<file path="src/rtl/rom_fetch_pkg.sv">
// Shared types and image/ROM geometry for the ROM fetch arbiter.
// A pixel fetch reads two consecutive bytes, so a valid start address leaves room for addr+1.
package rom_fetch_pkg;

    localparam int IMG_W      = 640;
    localparam int IMG_H      = 480;
    localparam int IMG_BYTES  = IMG_W * IMG_H;
    localparam int ROM_ADDR_W = 19;

    typedef enum logic [2:0] {
        ST_IDLE,
        ST_RD_HI,
        ST_RD_LO,
        ST_CAP,
        ST_RESP
    } fetch_state_t;

    // Both addr and addr+1 must be at or below last_addr.
    function automatic logic addr_out_of_range(input logic [31:0] addr, input logic [31:0] last_addr);
        return addr >= last_addr;
    endfunction

endpackage

</file>
<file path="src/rtl/rom_fetch_arbiter_if.sv">
// Request/response bundle between the pixel-fetch requesters and the arbiter.
// Lane i owns req_addr[i*ADDR_W +: ADDR_W]; rsp_data/rsp_err are shared and qualified by rsp_valid.
interface rom_fetch_arbiter_if
    import rom_fetch_pkg::*;
#(
    parameter int NREQ   = 4,
    parameter int ADDR_W = ROM_ADDR_W
);

    logic [NREQ-1:0]        req_valid;
    logic [NREQ*ADDR_W-1:0] req_addr;
    logic [NREQ-1:0]        req_ready;
    logic [NREQ-1:0]        rsp_valid;
    logic [15:0]            rsp_data;
    logic                   rsp_err;

    modport master (
        output req_valid,
        output req_addr,
        input  req_ready,
        input  rsp_valid,
        input  rsp_data,
        input  rsp_err
    );

    modport slave (
        input  req_valid,
        input  req_addr,
        output req_ready,
        output rsp_valid,
        output rsp_data,
        output rsp_err
    );

endinterface

</file>
<file path="src/rtl/rom_fetch_arbiter_rr_arbiter.sv">
// Combinational round-robin picker: grants the first requesting lane at or after ptr,
// wrapping around, and reports the grant both one-hot and as an index.
module rr_arbiter
    import rom_fetch_pkg::*;
#(
    parameter int NREQ  = 4,
    parameter int IDX_W = (NREQ > 1) ? $clog2(NREQ) : 1
) (
    input  logic [NREQ-1:0]  req,
    input  logic [IDX_W-1:0] ptr,
    output logic [NREQ-1:0]  gnt,
    output logic [IDX_W-1:0] gnt_idx,
    output logic             gnt_any
);

    always_comb begin
        int  cand;
        logic found;
        gnt     = '0;
        gnt_idx = '0;
        found   = 1'b0;
        cand    = 0;
        for (int i = 0; i < NREQ; i++) begin
            cand = int'(ptr) + i;
            if (cand >= NREQ) begin
                cand = cand - NREQ;
            end
            if (!found && req[IDX_W'(cand)]) begin
                found                = 1'b1;
                gnt[IDX_W'(cand)]    = 1'b1;
                gnt_idx              = IDX_W'(cand);
            end
        end
        gnt_any = found;
    end

endmodule

</file>
<file path="src/rtl/rom_fetch_arbiter.sv">
// Shares the byte-wide image ROM read port among NREQ requesters, round-robin.
// Each accepted request becomes two byte reads assembled into a big-endian 16-bit word.
module rom_fetch_arbiter
    import rom_fetch_pkg::*;
#(
    parameter int NREQ      = 4,
    parameter int ADDR_W    = ROM_ADDR_W,
    parameter int LAST_ADDR = IMG_BYTES - 1
) (
    input  logic              clk,
    input  logic              rst_n,
    rom_fetch_arbiter_if.slave bus,
    output logic              rom_en,
    output logic [ADDR_W-1:0] rom_addr,
    input  logic [7:0]        rom_q,
    output logic              busy
);

    localparam int IDX_W = (NREQ > 1) ? $clog2(NREQ) : 1;

    fetch_state_t      state_q, state_d;
    logic [IDX_W-1:0]  rr_ptr_q, rr_ptr_d;
    logic [IDX_W-1:0]  lane_q, lane_d;
    logic [ADDR_W-1:0] addr_q, addr_d;
    logic [7:0]        hi_q, hi_d;
    logic              rom_en_q, rom_en_d;
    logic [ADDR_W-1:0] rom_addr_q, rom_addr_d;
    logic              busy_q, busy_d;
    logic [NREQ-1:0]   rsp_valid_q, rsp_valid_d;
    logic [15:0]       rsp_data_q, rsp_data_d;
    logic              rsp_err_q, rsp_err_d;

    logic [NREQ-1:0]   gnt;
    logic [IDX_W-1:0]  gnt_idx;
    logic              gnt_any;
    logic [ADDR_W-1:0] gnt_addr;
    logic              gnt_bad;
    logic [IDX_W-1:0]  next_ptr;

    rr_arbiter #(
        .NREQ  (NREQ),
        .IDX_W (IDX_W)
    ) u_arb (
        .req     (bus.req_valid),
        .ptr     (rr_ptr_q),
        .gnt     (gnt),
        .gnt_idx (gnt_idx),
        .gnt_any (gnt_any)
    );

    assign gnt_addr = bus.req_addr[int'(gnt_idx)*ADDR_W +: ADDR_W];
    assign gnt_bad  = addr_out_of_range(32'(gnt_addr), 32'(LAST_ADDR));
    assign next_ptr = (gnt_idx == IDX_W'(NREQ - 1)) ? '0 : gnt_idx + 1'b1;

    // The accept pulse is the only combinational output; it can only fire while idle.
    assign bus.req_ready = (state_q == ST_IDLE) ? gnt : '0;
    assign bus.rsp_valid = rsp_valid_q;
    assign bus.rsp_data  = rsp_data_q;
    assign bus.rsp_err   = rsp_err_q;
    assign rom_en        = rom_en_q;
    assign rom_addr      = rom_addr_q;
    assign busy          = busy_q;

    always_comb begin
        state_d     = state_q;
        rr_ptr_d    = rr_ptr_q;
        lane_d      = lane_q;
        addr_d      = addr_q;
        hi_d        = hi_q;
        rom_addr_d  = rom_addr_q;
        rsp_valid_d = '0;
        rsp_data_d  = '0;
        rsp_err_d   = 1'b0;

        case (state_q)
            ST_IDLE: begin
                if (gnt_any) begin
                    lane_d   = gnt_idx;
                    addr_d   = gnt_addr;
                    rr_ptr_d = next_ptr;
                    if (gnt_bad) begin
                        state_d     = ST_RESP;
                        rsp_valid_d = gnt;
                        rsp_err_d   = 1'b1;
                    end else begin
                        state_d    = ST_RD_HI;
                        rom_addr_d = gnt_addr;
                    end
                end
            end
            ST_RD_HI: begin
                state_d    = ST_RD_LO;
                rom_addr_d = addr_q + ADDR_W'(1);
            end
            ST_RD_LO: begin
                state_d = ST_CAP;
                hi_d    = rom_q;
            end
            // The low byte goes straight into the response register.
            ST_CAP: begin
                state_d             = ST_RESP;
                rsp_valid_d[lane_q] = 1'b1;
                rsp_data_d          = {hi_q, rom_q};
            end
            ST_RESP: begin
                state_d = ST_IDLE;
            end
            default: begin
                state_d = ST_IDLE;
            end
        endcase

        // Registered strobes are decoded from the state being entered.
        rom_en_d = (state_d == ST_RD_HI) || (state_d == ST_RD_LO);
        busy_d   = (state_d != ST_IDLE);
    end

    always_ff @(posedge clk or negedge rst_n) begin
        if (!rst_n) begin
            state_q     <= ST_IDLE;
            rr_ptr_q    <= '0;
            lane_q      <= '0;
            addr_q      <= '0;
            hi_q        <= '0;
            rom_en_q    <= 1'b0;
            rom_addr_q  <= '0;
            busy_q      <= 1'b0;
            rsp_valid_q <= '0;
            rsp_data_q  <= '0;
            rsp_err_q   <= 1'b0;
        end else begin
            state_q     <= state_d;
            rr_ptr_q    <= rr_ptr_d;
            lane_q      <= lane_d;
            addr_q      <= addr_d;
            hi_q        <= hi_d;
            rom_en_q    <= rom_en_d;
            rom_addr_q  <= rom_addr_d;
            busy_q      <= busy_d;
            rsp_valid_q <= rsp_valid_d;
            rsp_data_q  <= rsp_data_d;
            rsp_err_q   <= rsp_err_d;
        end
    end

endmodule

</file>
<file path="src/flat_wrapper.sv">
// flat-port wrapper written by rule: the top's interface ports become plain ports
module rom_fetch_arbiter_flat import rom_fetch_pkg::*;
#(
    parameter int NREQ      = 4,
    parameter int ADDR_W    = ROM_ADDR_W,
    parameter int LAST_ADDR = IMG_BYTES - 1
)
  (clk, rst_n, rom_en, rom_addr, rom_q, busy, bus_req_valid, bus_req_addr, bus_req_ready, bus_rsp_valid, bus_rsp_data, bus_rsp_err);
  rom_fetch_arbiter_if #(.NREQ(NREQ), .ADDR_W(ADDR_W)) bus_i ();
  input  logic clk;
  input  logic rst_n;
  output logic rom_en;
  output logic [ADDR_W-1:0] rom_addr;
  input  logic [7:0] rom_q;
  output logic busy;
  input wire logic [$bits(bus_i.req_valid)-1:0] bus_req_valid;
  input wire logic [$bits(bus_i.req_addr)-1:0] bus_req_addr;
  output wire logic [$bits(bus_i.req_ready)-1:0] bus_req_ready;
  output wire logic [$bits(bus_i.rsp_valid)-1:0] bus_rsp_valid;
  output wire logic [$bits(bus_i.rsp_data)-1:0] bus_rsp_data;
  output wire logic [$bits(bus_i.rsp_err)-1:0] bus_rsp_err;
  assign bus_i.req_valid = bus_req_valid;
  assign bus_i.req_addr = bus_req_addr;
  assign bus_req_ready = bus_i.req_ready;
  assign bus_rsp_valid = bus_i.rsp_valid;
  assign bus_rsp_data = bus_i.rsp_data;
  assign bus_rsp_err = bus_i.rsp_err;
  rom_fetch_arbiter #(.NREQ(NREQ), .ADDR_W(ADDR_W), .LAST_ADDR(LAST_ADDR)) u_core (.clk(clk), .rst_n(rst_n), .bus(bus_i), .rom_en(rom_en), .rom_addr(rom_addr), .rom_q(rom_q), .busy(busy));
endmodule
</file>
<file path="config.mk">
export PLATFORM = sky130hd
export DESIGN_NAME = rom_fetch_arbiter_flat
export DESIGN_NICKNAME = d
export VERILOG_FILES = /design/src/rtl/rom_fetch_pkg.sv /design/src/rtl/rom_fetch_arbiter_if.sv /design/src/rtl/rom_fetch_arbiter_rr_arbiter.sv /design/src/rtl/rom_fetch_arbiter.sv /design/src/flat_wrapper.sv
export SDC_FILE = /design/constraint.sdc
export NUM_CORES = 1
export LEC_CHECK = 0
export CELL_PAD_IN_SITES_DETAIL_PLACEMENT = 0
export CELL_PAD_IN_SITES_GLOBAL_PLACEMENT = 1
export CORE_MARGIN = 2
export CORE_UTILIZATION = 39
export CTS_CLUSTER_SIZE = 40
export DETAILED_ROUTE_END_ITERATION = 10
export PLACE_DENSITY = 0.82
export SYNTH_ARGS = -nofsm -noshare
export SYNTH_HDL_FRONTEND = slang
export SYNTH_SLANG_ARGS = --single-unit
</file>
<file path="constraint.sdc">
create_clock -name clk -period 5.8 [get_ports clk]
set_input_delay 0.87 -clock clk [delete_from_list [all_inputs] [get_ports clk]]
set_output_delay 0.87 -clock clk [all_outputs]
set_load 0.02 [all_outputs]
</file>
==> impl_results.html, run 1 <==
<table>
<tr><th>Metric</th><th>Value</th></tr>
<tr><th colspan="2">Yosys</th></tr>
<tr><td>Post-Synthesis Cells</td><td>473</td></tr>
<tr><td>Async set or reset register ratio after synthesis</td><td>100%</td></tr>
<tr><td>Mean area per synthesized cell</td><td>9.98 um^2</td></tr>
<tr><td>Number of flops mapped to enable cells by yosys</td><td>0</td></tr>
<tr><td>Number of distinct library cell variants in the gate-level netlist after synthesis</td><td>52</td></tr>
<tr><td>Syn nets</td><td>572</td></tr>
<tr><td>Netlist area before placement</td><td>4720 um^2</td></tr>
<tr><td>Synth Register Bits</td><td>76</td></tr>
<tr><td>Main synth FF type</td><td>sky130_fd_sc_hd__dfrtp_1</td></tr>
<tr><td>Synth warn</td><td>0</td></tr>
<tr><td>Fraction of the yosys area taken by sequential cells</td><td>40.3%</td></tr>
<tr><th colspan="2">Critical path</th></tr>
<tr><td>Startpoint of the worst register-to-register path</td><td>u_core.rr_ptr_q[0]</td></tr>
<tr><td>Worst setup path endpoint</td><td>bus_req_ready[1]</td></tr>
<tr><td>Startpoint-to-endpoint class of the critical path</td><td>flip-flop to primary output</td></tr>
<tr><td>R2r endpoint</td><td>u_core.rom_addr[2]</td></tr>
<tr><td>Nature of the critical path startpoint</td><td>flip-flop</td></tr>
<tr><td>Maximum fanout count along the critical path</td><td>16</td></tr>
<tr><td>Critical Path AT</td><td>4180 ps</td></tr>
<tr><td>Max stage delay cell, worst path</td><td>sky130_fd_sc_hd__dfrtp_1</td></tr>
<tr><td>Crit path max-delay family</td><td>buffers and inverters</td></tr>
<tr><td>Cell depth of the worst setup path</td><td>9</td></tr>
<tr><td>Critical path required time</td><td>between 4000 and 5000 ps</td></tr>
<tr><td>Cell breakdown of the critical path</td><td>inv_1 -&gt; ha_1 -&gt; mux4_2 -&gt; or2_2 -&gt; or2_2 -&gt; nor2_1 -&gt; nand2_1 -&gt; a31oi_1 -&gt; clkdlybuf4s50_1</td></tr>
<tr><td>Crit path buf inv count</td><td>2</td></tr>
<tr><td>Crit path largest cell delay</td><td>710 ps</td></tr>
<tr><td>Worst-case register-to-register setup slack</td><td>1140 ps</td></tr>
<tr><td>Worst R2R Path Depth</td><td>11</td></tr>
<tr><td>Endpoint type of the worst setup path</td><td>primary output</td></tr>
<tr><td>CP dominant cell by count</td><td>sky130_fd_sc_hd__or2_2</td></tr>
<tr><td>Timing startpoint of the critical path</td><td>u_core.rr_ptr_q[0]</td></tr>
<tr><th colspan="2">Die</th></tr>
<tr><td>Chip Width</td><td>114 um</td></tr>
<tr><td>Floorplan row count</td><td>40</td></tr>
<tr><td>Area of the core</td><td>11900 um^2</td></tr>
<tr><td>DIE AREA</td><td>approximately 13000 um^2</td></tr>
<tr><td>Y dimension of the die</td><td>114 um</td></tr>
<tr><td>Top Ports</td><td>136</td></tr>
<tr><td>Starting density of the core</td><td>between 30 and 40%</td></tr>
<tr><th colspan="2">CTS</th></tr>
<tr><td>H-tree lvl count</td><td>3</td></tr>
<tr><td>Root buffer cell</td><td>sky130_fd_sc_hd__clkbuf_16</td></tr>
<tr><td>Clock slew seen by the registers of the worst setup and hold paths</td><td>~60 ps</td></tr>
<tr><td>Sinks on Clock Net</td><td>76</td></tr>
<tr><td>Post-CTS setup buffer count</td><td>0</td></tr>
<tr><td>Total CTS buffers</td><td>9</td></tr>
<tr><td>Clock tree from TritonCTS</td><td>done</td></tr>
<tr><td>Clock latency reported for the late side of the worst-skew pair</td><td>330 ps</td></tr>
<tr><td>Total of hold buffers inserted after clock tree synthesis</td><td>0</td></tr>
<tr><td>Post-cts resize count</td><td>0</td></tr>
<tr><td>Clock Path Buffers</td><td>2</td></tr>
<tr><th colspan="2">Global route</th></tr>
<tr><td>Global-route wire length before repair</td><td>~20000 um</td></tr>
<tr><td>Met2 usage</td><td>31.6%</td></tr>
<tr><td>Number of global-route vias before repair</td><td>3937</td></tr>
<tr><td>Met3 GRT Util</td><td>about 3%</td></tr>
<tr><td>Most congested layer reported by global routing</td><td>met2</td></tr>
<tr><td>Pin count of the biggest net entering global routing</td><td>77</td></tr>
<tr><td>Total global routing overflow</td><td>0</td></tr>
<tr><td>Met1 usage in global routing</td><td>28.2%</td></tr>
<tr><td>Number of antenna violations at the first check in global routing</td><td>0</td></tr>
<tr><td>Total global routing track utilization</td><td>19.7%</td></tr>
<tr><th colspan="2">Timing</th></tr>
<tr><td>Number of setup violations in the final report</td><td>0</td></tr>
<tr><td>Setup repair after global routing missed its margin</td><td>false</td></tr>
<tr><td>Shortest period the worst path allows</td><td>5050 ps</td></tr>
<tr><td>Clock Skews</td><td>6.99 ps</td></tr>
<tr><td>Final critical-path share of the clock period</td><td>87.0%</td></tr>
<tr><td>Achievable clock frequency</td><td>0.198 GHz</td></tr>
<tr><td>Relative slew slack</td><td>37.7%</td></tr>
<tr><td>Hold Violations, Final</td><td>0</td></tr>
<tr><td>Final Max Slew Viols</td><td>0</td></tr>
<tr><td>Setup Total Neg Slack</td><td>0 ps</td></tr>
<tr><td>Worst Max-Slew Pin Slew</td><td>934 ps</td></tr>
<tr><th colspan="2">Placed design</th></tr>
<tr><td>DP HPWL</td><td>9700 um</td></tr>
<tr><td>Final weighted congestion of routability-driven global placement</td><td>0.916</td></tr>
<tr><td>Number of input and output port buffers inserted</td><td>about 140</td></tr>
<tr><td># placed instances</td><td>727</td></tr>
<tr><th colspan="2">Power and ir drop</th></tr>
<tr><td>Total Power</td><td>about 3.7 mW</td></tr>
<tr><td>Combinational share of power</td><td>59.4%</td></tr>
<tr><td>Sequential share of power</td><td>26.1%</td></tr>
<tr><td>Switching power</td><td>about 1.6 mW</td></tr>
<tr><td>Share of total power in the clock network</td><td>14.5%</td></tr>
<tr><td>Cell internal power dissipation</td><td>2.08 mW</td></tr>
<tr><td>Static leakage power</td><td>around 2.7 nW</td></tr>
<tr><td>Worst voltage drop across the vdd grid</td><td>0.000310 V</td></tr>
<tr><td>Pwr per Cell Area</td><td>roughly 580 nW/um^2</td></tr>
<tr><td>Share of total power consumed by net switching</td><td>43.9%</td></tr>
<tr><th colspan="2">Route</th></tr>
<tr><td>Number of vias in the routed layout</td><td>4078</td></tr>
<tr><td>Average wire per standard cell</td><td>17.0 um</td></tr>
<tr><td>TritonRoute pass-1 iters</td><td>4</td></tr>
<tr><td>WL final</td><td>12600 um</td></tr>
<tr><td>Number of DRC violations after detailed routing</td><td>0</td></tr>
<tr><td>Count of antenna-violating nets left after detailed routing</td><td>0</td></tr>
<tr><td>Post-detailed-route via-to-cell ratio</td><td>around 5.5</td></tr>
<tr><td>DRT iter0 DRCs</td><td>between 200 and 300</td></tr>
<tr><th colspan="2">Finish</th></tr>
<tr><td>Final Util</td><td>a little over half</td></tr>
<tr><td>Share of layout cells above drive strength 1</td><td>8.72%</td></tr>
<tr><td>Signed area change from the synthesized netlist to the final layout</td><td>35.6%</td></tr>
<tr><td>Post-layout instance count excluding filler cells</td><td>between 700 and 800</td></tr>
<tr><td>Number of fillers in the final layout</td><td>1074</td></tr>
<tr><td>Number of nets in the final layout</td><td>690</td></tr>
<tr><td>Storage element area</td><td>1900 um^2</td></tr>
<tr><td>Ant. Diodes</td><td>0</td></tr>
<tr><td>Total area of multi-input combinational cells</td><td>between 2000 and 3000 um^2</td></tr>
<tr><th colspan="2">Min path</th></tr>
<tr><td>Hold WC Path Type</td><td>flip-flop to flip-flop</td></tr>
<tr><th colspan="2">Run status</th></tr>
<tr><td>Run status</td><td>finished, final reports clean</td></tr>
<tr><th colspan="2">Flow run</th></tr>
<tr><td>Max-capacitance violation count</td><td>0</td></tr>
</table>
-- power by group through the flow --
stage	logic, mW	registers, mW	clock network, mW
6_report	2.21	0.969	0.537
5_1_grt	2.41	1.00	0.575
4_1_cts	2.21	0.970	0.550
3_5_place_dp	2.21	0.978	0
3_3_place_gp	2.18	0.971	0
2_1_floorplan	1.56	1.04	0
-- Yosys cell counts, types with 14 or more instances --
cell type,instances,area [um^2]
sky130_fd_sc_hd__nand2_1,46,173
sky130_fd_sc_hd__a211oi_1,26,195
sky130_fd_sc_hd__clkbuf_1,14,52.6
sky130_fd_sc_hd__a21o_1,15,113
sky130_fd_sc_hd__nand3_1,14,70.1
sky130_fd_sc_hd__nor2_1,26,97.6
sky130_fd_sc_hd__a221o_1,17,170
sky130_fd_sc_hd__dfrtp_1,76,1900
sky130_fd_sc_hd__mux2i_1,26,260
sky130_fd_sc_hd__nor2b_1,18,113
sky130_fd_sc_hd__mux2_2,17,191
sky130_fd_sc_hd__and3_1,22,138
-- cells by family (layout without fill, tap and decap cells) --
group                    after synthesis  count (layout)  share of synthesized area [%]
AND/OR/NAND/NOR                      180             180                           20.1
AO/OA/AOI/OAI                        104             104                           18.2
flip-flops                            76              76                           40.3
multiplexers                          47              47                           11.3
buffers and inverters                 40             163                           4.56
XOR/XNOR                              17              17                           3.15
adder cells (fa/ha/maj)                9               9                           2.39
-- state kept, by name, indices dropped and copies added (netlist names) --
register and cells:
u_core.bus.rsp_err 1, u_core.hi_q 8, u_core.state_q 3, u_core.busy 1
u_core.bus.rsp_valid 4, u_core.rom_addr 19, u_core.rr_ptr_q 2, u_core.bus.rsp_data 16
u_core.rom_en 1, u_core.lane_q 2, u_core.addr_q 19
-- worst register-to-register path, cell delays in order (launching register included) --
cell                       delay [ps]
sky130_fd_sc_hd__dfrtp_1          710
sky130_fd_sc_hd__inv_1            290
sky130_fd_sc_hd__ha_1             550
sky130_fd_sc_hd__mux4_2           630
sky130_fd_sc_hd__o21a_4           250
sky130_fd_sc_hd__o22ai_4          420
sky130_fd_sc_hd__buf_4            430
sky130_fd_sc_hd__nand3_1          140
sky130_fd_sc_hd__o221ai_1         100
sky130_fd_sc_hd__nand4b_1         220
sky130_fd_sc_hd__and2_1           410
sky130_fd_sc_hd__a221o_1          400
-- cells in the final DEF, fill, tap and decap left out, drive strengths merged, types with 6 or more instances in the layout --
cell type and instances:
a211oi 26, a21o 15, a221o 17, and2 6, and3 22, buf 6
clkbuf 12, clkdlybuf4s50 134, dfrtp 76, ha 9, inv 8, mux2 18
mux2i 26, nand2 46, nand3 14, nand4 9, nand4b 7, nor2 26
nor2b 18, nor3 10, o21ai 13, xor2 12
-- metrics by stage --
step	cell area [um^2]	setup WS, ps	hold WS [ps]
after global routing	6400	506	510
after detailed placement	6100	1110	490
after CTS	6400	742	504
final	6400	753	499
after global placement	6100	1230	473
after floorplan	4720	2000	458
-- layout make-up --
| cell class | instances | area share [%] |
|---|---|---|
| flip-flops and latches | 76 | 29.7 |
| inverters | 7 | 0.411 |
| clock buffers | 12 | 4.17 |
| multi-input cells | 357 | 40.7 |
| clock inverters | 4 | 0.489 |
| repair buffers | 140 | 21.7 |
| well taps | 147 | 2.87 |
-- worst min path at each step --
stage,startpoint,endpoint,slack (ps),cells after the start
after global placement,u_core.addr_q[18],u_core.addr_q[18],470,1
after global routing,u_core.hi_q[2],u_core.hi_q[2],510,1
final,u_core.hi_q[2],u_core.hi_q[2],500,1
after floorplan,u_core.addr_q[18],u_core.addr_q[18],460,1
after CTS,u_core.hi_q[2],u_core.hi_q[2],500,1
after detailed placement,u_core.hi_q[2],u_core.hi_q[2],490,1
-- per-layer routing --
layer / wire length (um) / up-vias
met2: 5900 / 121
met1: 6140 / 1952
li1: - / 2003
met3: 538 / 2
met4: 54 / 0
met5: 0 / -
No activity file was read; power rests on OpenSTA's default activity.
==> run 2, diff against run 1 <==
--- a/config.mk
+++ b/config.mk
@@ -15,3 +15,4 @@
 export SYNTH_ARGS = -nofsm -noshare
 export SYNTH_HDL_FRONTEND = slang
 export SYNTH_SLANG_ARGS = --single-unit
+export TNS_END_PERCENT = 100
==> results of run 2 <==
Same layout as run 1: the final DEF is identical, and so are final timing and power.
